## config.mk

```make
export PLATFORM = sky130hd
export DESIGN_NAME = screen_driver
export DESIGN_NICKNAME = d
export VERILOG_FILES = /design/src/rtl/screen_driver.sv
export SDC_FILE = /design/constraint.sdc
export NUM_CORES = 1
export LEC_CHECK = 0
export CORE_ASPECT_RATIO = 1.1
export CORE_MARGIN = 2
export CORE_UTILIZATION = 35
export CTS_CLUSTER_DIAMETER = 120
export CTS_CLUSTER_SIZE = 24
export DETAILED_ROUTE_END_ITERATION = 10
export PLACE_DENSITY = 0.53
export SLEW_MARGIN = 5
export SYNTH_ARGS = -nofsm -noshare
export SYNTH_HDL_FRONTEND = slang
export SYNTH_SLANG_ARGS = --single-unit
```

## constraint.sdc

```tcl
create_clock -name clk -period 4.5 [get_ports clk]
set_input_delay 0.45 -clock clk [delete_from_list [all_inputs] [get_ports clk]]
set_output_delay 0.45 -clock clk [all_outputs]
set_load 0.01 [all_outputs]
```

## src/rtl/screen_driver.sv

```systemverilog
// SSD1306 SPI master: panel power sequencing, fixed init command list, then endless
// frame-buffer streaming (1024 bytes per frame, addresses fetched from a synchronous source).
module screen_driver #(
    parameter logic [23:0] STARTUP_WAIT = 24'd10000000,
    parameter logic [7:0]  CLK_DIV      = 8'd2
) (
    input  logic       clk,
    input  logic       resetn,
    output logic [9:0] pixelAddress,
    input  logic [7:0] pixelData,
    output logic       io_sclk,
    output logic       io_sdin,
    output logic       io_cs,
    output logic       io_dc,
    output logic       io_reset,
    output logic       frameDone
);

    typedef enum logic [2:0] {
        PWR_HI1, PWR_LO, PWR_HI2, CMD_LOAD, SHIFT, DATA_FETCH, DATA_LATCH
    } state_t;

    localparam logic [4:0] LAST_CMD = 5'd24;

    state_t      state_q, state_d;
    logic [23:0] wait_q, wait_d;
    logic [7:0]  div_q, div_d;
    logic [2:0]  bit_q, bit_d;
    logic [4:0]  cmd_q, cmd_d;
    logic [7:0]  sr_q, sr_d;
    logic [9:0]  addr_q, addr_d;
    logic        sclk_q, sclk_d;
    logic        dc_q, dc_d;
    logic        rst_q, rst_d;
    logic        cs_q, cs_d;
    logic        done_q, done_d;

    logic wait_done, half_done, byte_done;

    function automatic logic [7:0] cmd_rom(input logic [4:0] idx);
        case (idx)
            5'd0:  cmd_rom = 8'hAE;  5'd1:  cmd_rom = 8'hD5;  5'd2:  cmd_rom = 8'h80;
            5'd3:  cmd_rom = 8'hA8;  5'd4:  cmd_rom = 8'h3F;  5'd5:  cmd_rom = 8'hD3;
            5'd6:  cmd_rom = 8'h00;  5'd7:  cmd_rom = 8'h40;  5'd8:  cmd_rom = 8'h8D;
            5'd9:  cmd_rom = 8'h14;  5'd10: cmd_rom = 8'h20;  5'd11: cmd_rom = 8'h00;
            5'd12: cmd_rom = 8'hA1;  5'd13: cmd_rom = 8'hC8;  5'd14: cmd_rom = 8'hDA;
            5'd15: cmd_rom = 8'h12;  5'd16: cmd_rom = 8'h81;  5'd17: cmd_rom = 8'hCF;
            5'd18: cmd_rom = 8'hD9;  5'd19: cmd_rom = 8'hF1;  5'd20: cmd_rom = 8'hDB;
            5'd21: cmd_rom = 8'h40;  5'd22: cmd_rom = 8'hA4;  5'd23: cmd_rom = 8'hA6;
            5'd24: cmd_rom = 8'hAF;
            default: cmd_rom = 8'h00;
        endcase
    endfunction

    assign wait_done = (wait_q == STARTUP_WAIT - 24'd1);
    assign half_done = (div_q == CLK_DIV - 8'd1);
    assign byte_done = half_done && sclk_q && (bit_q == 3'd7);

    always_ff @(posedge clk) begin
        if (!resetn) begin
            state_q <= PWR_HI1;
            wait_q  <= '0;
            div_q   <= '0;
            bit_q   <= '0;
            cmd_q   <= '0;
            sr_q    <= '0;
            addr_q  <= '0;
            sclk_q  <= 1'b0;
            dc_q    <= 1'b0;
            rst_q   <= 1'b1;
            cs_q    <= 1'b1;
            done_q  <= 1'b0;
        end else begin
            state_q <= state_d;
            wait_q  <= wait_d;
            div_q   <= div_d;
            bit_q   <= bit_d;
            cmd_q   <= cmd_d;
            sr_q    <= sr_d;
            addr_q  <= addr_d;
            sclk_q  <= sclk_d;
            dc_q    <= dc_d;
            rst_q   <= rst_d;
            cs_q    <= cs_d;
            done_q  <= done_d;
        end
    end

    always_comb begin
        state_d = state_q;
        case (state_q)
            PWR_HI1:    if (wait_done) state_d = PWR_LO;
            PWR_LO:     if (wait_done) state_d = PWR_HI2;
            PWR_HI2:    if (wait_done) state_d = CMD_LOAD;
            CMD_LOAD:   state_d = SHIFT;
            SHIFT:
                if (byte_done)
                    state_d = (dc_q || cmd_q == LAST_CMD) ? DATA_FETCH : CMD_LOAD;
            DATA_FETCH: state_d = DATA_LATCH;
            DATA_LATCH: state_d = SHIFT;
            default:    state_d = PWR_HI1;
        endcase
    end

    always_comb begin
        wait_d = '0;
        div_d  = div_q;
        bit_d  = bit_q;
        cmd_d  = cmd_q;
        sr_d   = sr_q;
        addr_d = addr_q;
        sclk_d = sclk_q;
        dc_d   = dc_q;
        done_d = 1'b0;
        case (state_q)
            PWR_HI1, PWR_LO, PWR_HI2: wait_d = wait_done ? 24'd0 : wait_q + 24'd1;
            CMD_LOAD: begin
                sr_d   = cmd_rom(cmd_q);
                dc_d   = 1'b0;
                div_d  = '0;
                bit_d  = '0;
                sclk_d = 1'b0;
            end
            DATA_LATCH: begin
                sr_d   = pixelData;
                dc_d   = 1'b1;
                div_d  = '0;
                bit_d  = '0;
                sclk_d = 1'b0;
            end
            SHIFT: begin
                if (half_done) begin
                    div_d  = '0;
                    sclk_d = !sclk_q;
                    // Data advances only after the high half, so SDIN is stable across the rise.
                    if (sclk_q) begin
                        sr_d  = {sr_q[6:0], 1'b0};
                        bit_d = bit_q + 3'd1;
                    end
                end else begin
                    div_d = div_q + 8'd1;
                end
                if (byte_done) begin
                    if (dc_q) begin
                        addr_d = addr_q + 10'd1;
                        done_d = (addr_q == 10'd1023);
                    end else if (cmd_q != LAST_CMD) begin
                        cmd_d = cmd_q + 5'd1;
                    end
                end
            end
            default: ;
        endcase
        rst_d = (state_d != PWR_LO);
        cs_d  = (state_d == PWR_HI1) || (state_d == PWR_LO) || (state_d == PWR_HI2);
    end

    assign pixelAddress = addr_q;
    assign io_sclk      = sclk_q;
    assign io_sdin      = sr_q[7];
    assign io_cs        = cs_q;
    assign io_dc        = dc_q;
    assign io_reset     = rst_q;
    assign frameDone    = done_q;

endmodule

```

Yosys cells after proc, flatten, opt, wreduce, memory -nomap -nowiden
Memory sizes are Yosys's and may differ from the RTL's. A register that Yosys moved wholly into a read port is not among the register bits.
Cells that the tools add are included.
- $add $sub $neg: 5
- eq/ne operators: 17
- muxes and demuxes: 19
- bitwise operators: 3
- reduce and logical (&&, ||, !) cells: 20
- operators by type and width (kind ; number):
    24-bit by 1-bit adder with 24-bit output, second input constant ; 1
    24-bit == test, second input constant ; 1
    8-bit two-way mux ; 3
    8-bit one-hot mux with 3 select lines ; 1
    3-bit two-way mux ; 7
    3-bit one-hot mux with 6 select lines ; 1
    8-bit one-hot mux with 2 select lines ; 1
    3-bit == test, second input constant ; 4
    10-bit by 1-bit adder with 10-bit output, second input constant ; 1
    10-bit == test, second input constant ; 1
    5-bit two-way mux ; 2
    3-bit by 2-bit == test with 1-bit output, second input constant ; 3
    3-bit AND reduction ; 3
    8-bit by 1-bit adder with 8-bit output, second input constant ; 1
    8-bit by 1-bit == test with 1-bit output, second input constant ; 1
    4-bit AND reduction ; 2
    3-bit by 1-bit == test with 1-bit output, second input constant ; 2
    3-bit logical NOT ; 2
    3-bit one-hot mux with 2 select lines ; 1
    3-bit OR reduction ; 2
    5-bit by 1-bit adder with 5-bit output, second input constant ; 1
    5-bit == test, second input constant ; 1
    5-bit inequality test, second input constant ; 1
    2-bit inequality test, second input constant ; 2
    12 further kinds ; 19
- register bits: 66
- ROM bits: 256
- bits of input ports: 10
- output and inout bits: 16
- word-level logic and storage cells: 77
- memories: 1
- memories (name ; words ; bits a word ; read ports ; clocked after Yosys merged registers in ; wr ports ; line ; source):
    (name not given) ; 32 ; 8 ; 1 ; 1 ; 0 ; 41 ; case (idx)

Longest topological paths before layout
- word-level depth: 8
- mapped depth: 13
- gate-level depth less buffers: 12

Worst setup path before layout
No wires, ideal clock.
- kind: register to register
- start: register state_q[0]
- end: register (tool-made name)
- setup time: 131 ps
- arrival time: 2307 ps
- data required time: 4369 ps
- slack: 2062 ps
- stages on the path, launching flop included: 12
- path buffers: 2
- period minus slack after synthesis: 2438 ps
- cells stage by stage: dfxtp_1 -> buf_2 -> nor3b_4 -> nand4_2 -> nor2_1 -> xnor2_1 -> nor2_1 -> inv_1 -> ha_1 -> clkbuf_1 -> a221oi_1 -> o22ai_1
- RTL lines (item ; line ; source):
    start: declaration ; 25 ; state_t state_q, state_d;
    start signal: assignment ; 74 ; state_q <= state_d;

==> Implementation_results.wiki <==
{| class="wikitable"
! Metric !! Value
|-
| Run status || finished, final reports clean
|-
| Top-Level Pins || 26
|-
| Post-CTS resize count || 0
|-
| Final Hold Fails || 0
|-
| Clk slew on worst S/H paths || 0.06 ns
|-
| CTS Buf Count || 9
|-
| Number of buffers inserted for hold repair after clock tree synthesis || 0
|-
| Count of clock tree sinks || 74
|-
| Total number of yosys warnings || 0
|-
| Power per Cell Area || 323 nW/µm²
|-
| Top cells by area in the synthesized netlist || dfxtp_1, nor2_1, ha_1, mux2i_1, nand2_1
|-
| Sequential cell area fraction in the yosys report || 39.5%
|-
| Vertical die dimension || 113 µm
|-
| Largest vdd supply drop || 0.193 mV
|-
| Required arrival time at the worst endpoint || 4.75 ns
|-
| Critical Path End Type || flop
|-
| Post-route worst hold slack || 0.439 ns
|-
| Maximum count of clock buffers along a single path || 2
|-
| Slew of the pin with the lowest slew margin || 0.912 ns
|-
| Post-detailed-placement half-perimeter wirelength || 5600 µm
|-
| Wire per inst || 13.5 µm
|-
| Via count of the first global-routing pass || 2930
|-
| DRC viols || 0
|-
| Setup TNS || 0 ns
|-
| Post-layout minimum cycle time || 3.04 ns
|-
| DRT Wirelength || 8130 µm
|-
| Mean number of vias per cell || 5.09
|-
| Number of rows in the core area || 39
|-
| Global route total overflow || 0
|-
| Diode insertion count for antenna repair || 0
|-
| Top-count cell post-synth || dfxtp_1
|-
| Fin crit share || 67.7%
|-
| Number of DRC markers after the initial detailed-route iteration || 191
|-
| Type of the worst min-delay path || reg -> reg
|-
| Post CTS Setup Buffer Count || 0
|-
| Clock latency at the later pin of the worst-skew pair || 0.34 ns
|-
| Share of the synthesized area in the top cell type || 39.5%
|-
| Clock skew || 0.00913 ns
|-
| Overall die area || 11600 µm²
|-
| Distinct cells, synth || 62
|-
| FFs w/ async S/R, synth || 0%
|-
| Worst Setup Path Type || reg -> reg
|-
| Synthesized flop and latch total || 74
|-
| Worst setup SP type || flop
|-
| Post-Syn Area || 3750 µm²
|-
| Initial core utilization || 35.9%
|-
| Layout cells sized above 1 || 7.38%
|-
| Number of search-and-repair iterations in the first detailed-routing pass || 4
|-
| Max cap viols || 0
|-
| Die X || 103 µm
|-
| Clock tree from TritonCTS || done
|-
| Dominant cell type by area after synthesis || dfxtp_1
|-
| Gp weighted congestion || 0.787
|-
| Synth-to-layout area growth || 17.2%
|-
| Avg Inst Size Synth || 8.61 µm²
|-
| Pin count of the biggest net entering global routing || 34
|-
| Setup repair after global routing missed its margin || false
|-
| Overall global routing resource usage || 14.9%
|-
| Max FO, Critical Path || 16
|-
| Number of antenna violations at the first check in global routing || 0
|-
| Leading post-synthesis cells by instance count || dfxtp_1, nor2_1, nand2_1
|-
| Number of buffers inserted by port buffering || 25
|-
| Via total after detailed routing || 3075
|-
| CORE AREA || 10400 µm²
|-
| Relative slew margins || 39.0%
|-
| First-pass GRT wire length || 13600 µm
|-
| Gate count of the mapped netlist || 436
|-
| Max frequency || 0.328 GHz
|-
| Number of flops mapped to enable cells by yosys || 0
|-
| Post-synth net total || 460
|-
| Cell chosen for the clock root || clkbuf_16
|-
| Leakage component of the power || 0.00155 µW
|-
| Top_reg_cell synth || dfxtp_1
|-
| Critical path data arrival time || 3.30 ns
|-
| Pins Over Slew Limit || 0
|-
| Detail Route Antenna Nets || 0
|-
| Final Setup Violations || 0
|-
| Final-stage net count || 480
|-
| Clock H-tree levels || 3
|}
[layout make-up]
| class | count | area (µm²) |
|---|---|---|
| fill | 1069 | 6040 |
| multi-input combinational | 325 | 2090 |
| sequential | 74 | 1480 |
| timing repair buffer | 27 | 265 |
| clock buffer | 10 | 239 |
| tap | 143 | 179 |
| inverter | 19 | 76.3 |
| clock inverter | 6 | 65.1 |
[worst max-delay path, stage by stage (launching register included)]
cell	delay, ns
dfxtp_1	0.55
nor3b_4	0.47
nand4_2	0.19
nor3_1	0.31
mux2i_2	0.57
inv_1	0.37
a21oi_1	0.21
nor2_1	0.06
a311oi_2	0.22
[layout by cell type (no fill, tap or decap), types with 3 or more instances in the layout]
cell | Yosys | final
a21oi_1 | 23 | 23
a2bb2oi_1 | 3 | 3
a311oi_1 | 3 | 3
and2_1 | 11 | 11
and3_1 | 7 | 7
and4_1 | 3 | 3
clkbuf_16 | 0 | 9
clkdlybuf4s50_1 | 0 | 25
dfxtp_1 | 74 | 74
ha_1 | 14 | 14
inv_1 | 15 | 15
mux2i_1 | 17 | 17
nand2_1 | 40 | 40
nand2b_1 | 5 | 5
nand3_1 | 19 | 19
nand4_1 | 6 | 6
nor2_1 | 62 | 62
nor3_1 | 8 | 8
nor3b_1 | 6 | 6
nor4_1 | 4 | 4
o211ai_1 | 3 | 3
o21ai_0 | 17 | 17
o22ai_1 | 4 | 4
or3_1 | 5 | 5
xnor2_1 | 14 | 14
xor2_1 | 15 | 15
[per-stage QoR]
step	std cells	utilization [%]	setup WS [ns]	area (µm²)	total power, µW
3_5_place_dp	588	39.2	1.32	4100	707
6_report	604	42.1	1.46	4400	1420
4_1_cts	604	42.1	1.46	4400	1450
5_1_grt	604	42.1	1.20	4400	1470
2_1_floorplan	436	-	2.06	3750	691
3_3_place_gp	588	39.2	1.35	4100	707
[final timing paths]
check	start	to	slack (ns)	cells after the start
worst max-delay path	state_q[1]	flop	1.46	8
worst min register to register	wait_q[0]	wait_q[0]	0.44	1
worst max register to register	state_q[1]	flop	1.46	8
worst min-delay path	wait_q[0]	wait_q[0]	0.44	1
[power breakdown]
part	switching (µW)	internal, µW
combinational	16.3	13.4
clock	283	445
sequential	3.89	658
total	303	1120
[logic make-up (layout without fill, tap and decap cells)]
kind of cell | Yosys count | after routing | share of synthesized area [%]
compound gates | 73 | 73 | 12.8
xor+xnor | 29 | 29 | 6.77
fa+ha+maj | 14 | 14 | 4.67
buf+inv | 37 | 62 | 4.73
flops | 74 | 74 | 39.5
mux | 21 | 21 | 6.00
simple gates | 188 | 188 | 25.6
[metal layers]
layer | track usage, % | wire [µm] | up-vias
met2 | 23.7 | 3760 | 62
met5 | 0 | 0 | -
li1 | - | - | 1565
met4 | 4.74 | 127 | 0
met1 | 18.8 | 3880 | 1438
met3 | 5.29 | 362 | 10
(Power assumes the default switching activity.)
